--- src/rtl/hazard_ctrl_pkg.sv ---
// Shared core definitions for the decode-stage hazard controller:
// FSM states, the x0 register index and the pipeline bubble encoding.
package hazard_ctrl_pkg;

    typedef enum logic [1:0] {
        RUN  = 2'd0,
        WAIT = 2'd1,
        ERR  = 2'd2
    } hz_state_t;

    localparam logic [4:0] X0 = 5'd0;

    // Control bundle carried by ID/EX and MEM/WB; a bubble writes nothing and targets x0.
    typedef struct packed {
        logic       reg_we;
        logic       mem_rd;
        logic       mem_wr;
        logic [4:0] rd;
    } pipe_ctrl_t;

    localparam pipe_ctrl_t BUBBLE_CTRL = '{reg_we: 1'b0, mem_rd: 1'b0, mem_wr: 1'b0, rd: X0};

endpackage

--- src/rtl/hazard_ctrl_sat_counter.sv ---
// Saturating up-counter used for the hazard performance counters;
// sticks at all-ones instead of wrapping.
module sat_counter #(
    parameter int W = 16
) (
    input  logic         clk,
    input  logic         rst,
    input  logic         inc,
    output logic [W-1:0] cnt
);

    logic [W-1:0] cnt_q;
    logic [W-1:0] cnt_d;

    always_comb begin
        cnt_d = cnt_q;
        if (inc && (cnt_q != {W{1'b1}})) begin
            cnt_d = cnt_q + W'(1);
        end
    end

    always_ff @(posedge clk) begin
        if (rst) begin
            cnt_q <= '0;
        end else begin
            cnt_q <= cnt_d;
        end
    end

    assign cnt = cnt_q;

endmodule

--- src/rtl/hazard_ctrl.sv ---
// Decode-stage hazard controller: load-use interlock, taken-branch squash and
// whole-pipe freeze on data-memory busy, with a sticky memory-timeout error.
module hazard_ctrl
    import hazard_ctrl_pkg::*;
#(
    parameter int MEM_TIMEOUT = 64,
    parameter int CNT_W       = 16
) (
    input  logic             clk,
    input  logic             rst,
    input  logic [4:0]       d_rs1,
    input  logic [4:0]       d_rs2,
    input  logic             d_use_rs1,
    input  logic             d_use_rs2,
    input  logic [4:0]       e_rd,
    input  logic             e_memread,
    input  logic             e_brtaken,
    input  logic             mem_busy,
    output logic             pc_stall,
    output logic             pc_redirect,
    output logic             fd_stall,
    output logic             fd_flush,
    output logic             de_stall,
    output logic             de_flush,
    output logic             em_stall,
    output logic             mw_flush,
    output logic             mem_err,
    output logic [CNT_W-1:0] stall_cnt,
    output logic [CNT_W-1:0] flush_cnt
);

    localparam int WC_W = $clog2(MEM_TIMEOUT + 1);

    hz_state_t       state_q, state_d;
    logic [WC_W-1:0] wait_cnt_q, wait_cnt_d;
    logic            mem_err_q, mem_err_d;
    logic [WC_W-1:0] wait_nxt;
    logic            lu;
    logic            freeze;
    logic            run_eval;

    assign lu = e_memread && (e_rd != X0) &&
                ((d_use_rs1 && (d_rs1 == e_rd)) || (d_use_rs2 && (d_rs2 == e_rd)));

    assign wait_nxt = wait_cnt_q + WC_W'(1);

    always_comb begin
        state_d     = state_q;
        wait_cnt_d  = wait_cnt_q;
        mem_err_d   = mem_err_q;
        freeze      = 1'b0;
        run_eval    = 1'b0;
        pc_stall    = 1'b0;
        pc_redirect = 1'b0;
        fd_stall    = 1'b0;
        fd_flush    = 1'b0;
        de_stall    = 1'b0;
        de_flush    = 1'b0;
        em_stall    = 1'b0;
        mw_flush    = 1'b0;

        if (rst) begin
            // Fill the pipe with bubbles while reset is held.
            fd_flush = 1'b1;
            de_flush = 1'b1;
            mw_flush = 1'b1;
        end else begin
            case (state_q)
                RUN: run_eval = 1'b1;
                WAIT: begin
                    if (mem_busy) begin
                        freeze     = 1'b1;
                        wait_cnt_d = wait_nxt;
                        if (wait_nxt >= WC_W'(MEM_TIMEOUT)) begin
                            state_d   = ERR;
                            mem_err_d = 1'b1;
                        end
                    end else begin
                        // Memory released: this cycle is already a normal RUN cycle.
                        state_d  = RUN;
                        run_eval = 1'b1;
                    end
                end
                ERR:     freeze = 1'b1;
                default: state_d = RUN;
            endcase

            if (run_eval) begin
                if (mem_busy) begin
                    freeze     = 1'b1;
                    state_d    = WAIT;
                    wait_cnt_d = WC_W'(1);
                    if (MEM_TIMEOUT <= 1) begin
                        state_d   = ERR;
                        mem_err_d = 1'b1;
                    end
                end else if (e_brtaken) begin
                    // The load-use victim is among the squashed slots, so lu is moot.
                    pc_redirect = 1'b1;
                    fd_flush    = 1'b1;
                    de_flush    = 1'b1;
                end else if (lu) begin
                    pc_stall = 1'b1;
                    fd_stall = 1'b1;
                    de_flush = 1'b1;
                end
            end

            if (freeze) begin
                pc_stall = 1'b1;
                fd_stall = 1'b1;
                de_stall = 1'b1;
                em_stall = 1'b1;
                mw_flush = 1'b1;
            end
        end
    end

    always_ff @(posedge clk) begin
        if (rst) begin
            state_q    <= RUN;
            wait_cnt_q <= '0;
            mem_err_q  <= 1'b0;
        end else begin
            state_q    <= state_d;
            wait_cnt_q <= wait_cnt_d;
            mem_err_q  <= mem_err_d;
        end
    end

    assign mem_err = mem_err_q;

    sat_counter #(.W(CNT_W)) u_stall_cnt (
        .clk (clk),
        .rst (rst),
        .inc (pc_stall),
        .cnt (stall_cnt)
    );

    sat_counter #(.W(CNT_W)) u_flush_cnt (
        .clk (clk),
        .rst (rst),
        .inc (pc_redirect),
        .cnt (flush_cnt)
    );

endmodule

--- config.mk ---
export PLATFORM = sky130hd
export DESIGN_NAME = hazard_ctrl
export DESIGN_NICKNAME = d
export VERILOG_FILES = /design/src/rtl/hazard_ctrl_pkg.sv /design/src/rtl/hazard_ctrl_sat_counter.sv /design/src/rtl/hazard_ctrl.sv
export SDC_FILE = /design/constraint.sdc
export NUM_CORES = 1
export LEC_CHECK = 0
export CAP_MARGIN = 20
export CORE_MARGIN = 1.5
export CORE_UTILIZATION = 44
export DETAILED_ROUTE_END_ITERATION = 10
export PLACE_DENSITY = 0.84
export SETUP_SLACK_MARGIN = 0.15
export SYNTH_ARGS = -nofsm -noshare
export SYNTH_HDL_FRONTEND = slang
export SYNTH_HIERARCHICAL = 1
export SYNTH_SLANG_ARGS = --single-unit
--- constraint.sdc ---
create_clock -name clk -period 2.25 [get_ports clk]
set_input_delay 0.3375 -clock clk [delete_from_list [all_inputs] [get_ports clk]]
set_output_delay 0.3375 -clock clk [all_outputs]
set_load 0.05 [all_outputs]
* Yosys cells after proc, flatten, opt, wreduce, memory -nomap -nowiden
Cells that the tools add are included.
W data, S select, Z words.
** Word-level totals
- Output and inout bits :: 41
- Flip-flop bits (word level) :: 42
- Logic and storage cells :: 61
- Bits of input ports :: 22
** Cells by class
- Reduce and logical (&&, ||, !) cells :: 11
- Add/sub/neg operators :: 3
- Mux-type cells :: 35
- $lt $le $gt $ge :: 1
- Equality and inequality tests :: 6
** Operator list (count)
- $add A16 B1 Y16 const B :: 2
- $ne A16 B16 Y1 const B :: 2
- $mux W7 :: 4
- $mux W1 :: 24
- $eq A5 B5 Y1 :: 2
- $mux W2 :: 4
- $add A7 B1 Y7 const B :: 1
- $ge A7 B7 Y1 const B :: 1
- $logic_and A1 B1 Y1 :: 6
- $reduce_bool A5 Y1 :: 1
- $pmux W1 S2 :: 2
- $pmux W2 S2 :: 1
- $reduce_and A3 Y1 :: 1
- $eq A2 B1 Y1 const B :: 1
- $eq A2 B2 Y1 const B :: 1
- $logic_not A2 Y1 :: 1
- $reduce_or A2 Y1 :: 1
- $logic_or A1 B1 Y1 :: 1

* Depth between registers and ports, before layout
- Depth in word-level cells :: 11
- Depth in mapped cells :: 9
- Gate-level depth less buffers :: 8

* Hierarchy
The synthesis kept the hierarchy.
** Modules (own cells, without submodules)
- sat_counter :: area an instance 848.3 µm², times used 2, seq. area each 320.3 µm², cells each 99
- hazard_ctrl :: area an instance 678.2 µm², times used 1, seq. area each 200.2 µm², cells each 84

* Least setup slack after synthesis
OpenSTA, ideal clock, no wires.
- Kind :: input port to flip-flop
- From :: in e_rd[3]
- To :: reg u_stall_cnt.cnt_q[13] (netlist: u_stall_cnt/cnt[13])
- Data required time :: 2.180 ns
- Cell stages on the path :: 8
- Path buffers :: 1
- Slack :: -0.986 ns
- Setup time :: 0.070 ns
- Arrival time :: 3.166 ns
- Path through :: xor2_1 nor4_2 a32oi_1 o41ai_2 nand2_1 clkbuf_1 or4_1 a21oi_1
** Between the ends
- Cells in the longest elaborated chain, start to end :: 11
- Elaborated cells between the ends (all ways) :: 15
- Classes of those cells :: eq/ne (2); mux (6); reduce/logical (7)
** RTL lines
- start, declared :: line hazard_ctrl.sv:15 : input logic [4:0] e_rd,
- $eq A5 B5 Y1 :: line hazard_ctrl.sv:43 : ((d_use_rs1 && (d_rs1 == e_rd)) || (d_use_rs2 && (d_rs2 == e_rd)));
- $logic_and A1 B1 Y1 :: line hazard_ctrl.sv:43
- $logic_or A1 B1 Y1 :: line hazard_ctrl.sv:43
- $logic_and A1 B1 Y1 * :: line hazard_ctrl.sv:42 : assign lu = e_memread && (e_rd != X0) &&
- $mux W1 * (6 in a row)
- named net fd_stall :: line hazard_ctrl.sv:21 : output logic fd_stall,
- $logic_and A1 B1 Y1 * :: line hazard_ctrl_sat_counter.sv:17 : if (inc && (cnt_q != {W{1'b1}})) begin
- end signal, assigned :: line hazard_ctrl_sat_counter.sv:26 : cnt_q <= cnt_d;
- end, declared :: line hazard_ctrl_sat_counter.sv:12 : logic [W-1:0] cnt_q;
The timed path passes the listed nets; every way through them passes the cells marked *.
A chain may end at the register's enable or synchronous reset.

* Worst setup path in the final report
- From :: in e_memread
- To :: reg u_stall_cnt.cnt_q[5] (netlist: u_stall_cnt/cnt[5])
** Between the ends
- Cells in the longest elaborated chain, start to end :: 9
** RTL lines
- start, declared :: line hazard_ctrl.sv:16 : input logic e_memread,
- $logic_and A1 B1 Y1 (2 in a row) :: line hazard_ctrl.sv:42
- $mux W1 :: line hazard_ctrl.sv:102 : end else if (lu) begin
- $mux W1 :: line hazard_ctrl.sv:97 : end else if (e_brtaken) begin
- $mux W1 :: line hazard_ctrl.sv:89 : if (mem_busy) begin
- $mux W1 :: line hazard_ctrl.sv:88 : if (run_eval) begin
- $mux W1 :: line hazard_ctrl.sv:109 : if (freeze) begin
- $mux W1 :: line hazard_ctrl.sv:62 : if (rst) begin
- $logic_and A1 B1 Y1 :: line hazard_ctrl_sat_counter.sv:17
No other way between the ends.

==> summary.txt <==
Synthesis
  – Number of nets produced by synthesis: between 300 and 400
  – Average instance area after synthesis: about 8.4 um^2
  – Unique masters post-synth: 45
  – Portion of the post-synthesis area used by sequential elements: a little over a third
  – Most instantiated library cell after synthesis: dfxtp_1
  – Main flop type after synthesis: dfxtp_1
  – Number of enable-type register cells in the synthesized netlist: 0
  – Count of state elements after synthesis: 42
  – Largest cells by area after synthesis: dfxtp_1, a21oi_1, or4_1
  – Top-area cell type share of the netlist area: 35.4%
  – Fraction of registers with async set/reset: 0%
  – Count of yosys warnings during synthesis: 6
  – Synthesized netlist cell count: approximately 280
  – Area of the mapped netlist: roughly 2400 um^2
  – Most instantiated cells after synthesis: dfxtp_1, a21oi_1, nor2_1, nand2_1, or4_1
  – Cell type with the largest total area after synthesis: dfxtp_1

Die
  – Initial core utilization: between 40% and 50%
  – Core ar.: approximately 5100 um^2
  – Area of the die: ~6000 um^2
  – Die X: 76.5 um
  – I/O pin count: between 60 and 70
  – Core Rows: 26
  – Chip Height: 76.5 um

Route
  – Iter 0 DRT Violations: around 140
  – Wire length per cell: around 15 um
  – Post-route antenna net violation count: 0
  – Via Count: 2520
  – Total detailed-routing wirelength: ~6600 um
  – 1st-pass router iterations: 4
  – Number of vias per cell after detailed routing: 5.70
  – DRC: 0

Worst setup path
  – Total stage count of the critical path: 8
  – Worst reg2reg path endpoint: u_stall_cnt/cnt[5]$_SDFFE_PP0P_
  – Arrival time of data at the critical path endpoint: 2420 ps
  – Crit-path max cell delay: 480 ps
  – Worst reg2reg path startpoint: state_q[1]$_SDFF_PP0_
  – Family of cells with the greatest summed delay on the critical path: buffers and inverters
  – Critical Path Start Type: input pin
  – Critical path, cell by cell: clkdlybuf4s50_1 > o211ai_1 > buf_4 > o41ai_4 > nand2_1 > buf_6 > or4_4 > a21oi_2
  – Worst R2R Setup Slack: 90 ps
  – CP required: 2490 ps
  – Worst reg-to-reg path cell count: 8
  – Capturing element of the worst setup path: u_stall_cnt/cnt[5]$_SDFFE_PP0P_
  – Worst setup startpoint: e_memread
  – Worst setup path category: input pin to register
  – CP bufs+invs: 3
  – Maximum fanout count along the critical path: 5
  – Type of element capturing the critical path: register
  – Cell type of the slowest stage on the worst timing path: or4_4

Finish
  – Multi-input combinational cell area: 1560 um^2
  – Fin util: between 60% and 70%
  – Fill cell count: about 410
  – Fraction of layout instances using a drive strength above 1: 23.9%
  – Antenna diode count: 0
  – Sequential cell area: between 800 and 900 um^2
  – Growth of design area from synthesis to finish: 48.9%
  – Post-layout nets: 397

STA
  – Worst Slack Setup Final: between 60 and 70 ps
  – Setup TNS after final layout: 0 ps
  – Max-slew violations: 0
  – Max Clock Skew: 6.44 ps
  – Final setup fails: 0
  – Minimum period implied by the final worst setup slack: 2180 ps
  – Slew at the pin closest to its max-slew limit: around 600 ps
  – Final Hold Viols: 0
  – Highest clock frequency the design can meet: ~460 MHz
  – Final Cycle Share: a little over nine tenths
  – Max-Slew Margin vs Limit: 59.2%
  – Unrepaired setup endpoints after global routing: true

Global routing
  – Global routing usage summed across all routing layers: between 20 and 25%
  – Maximum number of pins on one net before global-route repair: 20
  – Remaining global-route overflow: 0
  – Initial antenna violation count: 0
  – Number of global-route vias before repair: about 2300
  – First-pass GRT wire length: approximately 11000 um

Clock tree
  – Worst-skew pair later-pin latency: ~300 ps
  – Buffers from clock root to sink, at most: 2
  – Number of clock buffers inserted by TritonCTS: 5
  – CTS tree: yes
  – H-Tree Level Count: 2
  – Root cell of the clock tree: clkbuf_8
  – Clock sinks: 42
  – Clock-pin slew reported for the worst setup and hold paths after clock tree synthesis: 90 ps

Placed design
  – Final HPWL DP: between 4000 and 5000 um
  – Pre-CTS setup slack: -630 ps
  – Number of input and output port buffers inserted: slightly above 60
  – Routability congestion estimate from global placement: about 0.91

Run status
  – Result of the run: finished clean

Pwr
  – Overall power consumption: ~1.5 mW
  – PwrDens: about 420 nW/um^2
  – Maximum vdd drop: approximately 0.3 mV
  – Leakage component of the power: approximately 1.3 nW

Job
  – Maximum capacitance violations: 0

Min path
  – Class of the tightest hold or removal check: register to register
power breakdown:
group / internal [mW] / leakage, nW / switching (mW)
clock network: 0.218 / 0.0441 / 0.277
logic: 0.113 / 0.887 / 0.125
registers: 0.747 / 0.340 / 0.00746
total: 1.08 / 1.27 / 0.410
stage by stage:
step | instance area [um^2] | hold slack, ps | instances
global placement | 3350 | 434 | 428
CTS | 3450 | 460 | 440
global route | 3540 | 503 | 442
floorplan | 2430 | 462 | 282
detailed placement | 3350 | 447 | 428
finish | 3540 | 452 | 442
routing by layer:
layer  vias to the layer above  part of all wire (%)  global-route usage [%]
met3                        17                   5.0                    5.75
li1                       1231                     -                       -
met5                         -                     0                       0
met1                      1194                    43                    29.2
met2                        78                    50                    37.8
met4                         0                   2.1                    6.30
what timing repair did:
item | in CTS | in global routing
pin swaps | 13 | 6
buffers inserted | 4 | 1
setup endpoints to repair | 21 | 15
hold buffers | 0 | 0
gates resized for setup | 53 | 20
cloned | 0 | 1
area by class of cell:
type	count	area share [%]
multi-input combinational	215	44.0
timing repair buffer	94	25.8
sequential	42	23.9
tap	70	2.48
clock buffer	5	1.95
inverter	13	1.38
clock inverter	3	0.601
cell usage in the layout, fill, tap and decap left out, types with 12 or more instances in the layout:
cell             count
or4_1               14
nand3_1             13
buf_4               29
clkdlybuf4s50_1     37
nor2_1              16
nand2_1             17
dfxtp_1             41
a21oi_1             24
o31ai_1             12
inv_1               13
worst register-to-register path: cells and delay by family, from the launching register on:
kind	cells	cell delay (ps)
AOI/OAI and AO/OA	3	650
buffers and inverters	2	320
DFF	1	370
and+or+nand+nor	3	760
cells by family (layout without fill, tap and decap cells):
family | Yosys count | count (layout) | synth area share [%]
compound gates | 63 | 63 | 16.6
xor+xnor | 18 | 18 | 6.64
fa+ha+maj | 4 | 4 | 2.11
buf+inv | 25 | 115 | 4.43
flops | 42 | 42 | 35.4
mux | 4 | 4 | 1.79
simple gates | 126 | 126 | 33.0
worst min-delay path by stage:
stage                                    start                   end  slack, ps  cells after the start
final                     mem_err$_SDFFE_PP0P_  mem_err$_SDFFE_PP0P_        450                      2
after floorplan                       register              register        460                      2
after detailed placement  mem_err$_SDFFE_PP0P_  mem_err$_SDFFE_PP0P_        450                      2
after CTS                 mem_err$_SDFFE_PP0P_  mem_err$_SDFFE_PP0P_        460                      2
after global placement    mem_err$_SDFFE_PP0P_  mem_err$_SDFFE_PP0P_        430                      2
after global routing      mem_err$_SDFFE_PP0P_  mem_err$_SDFFE_PP0P_        500                      2
Power figures use the tool's default switching activity.
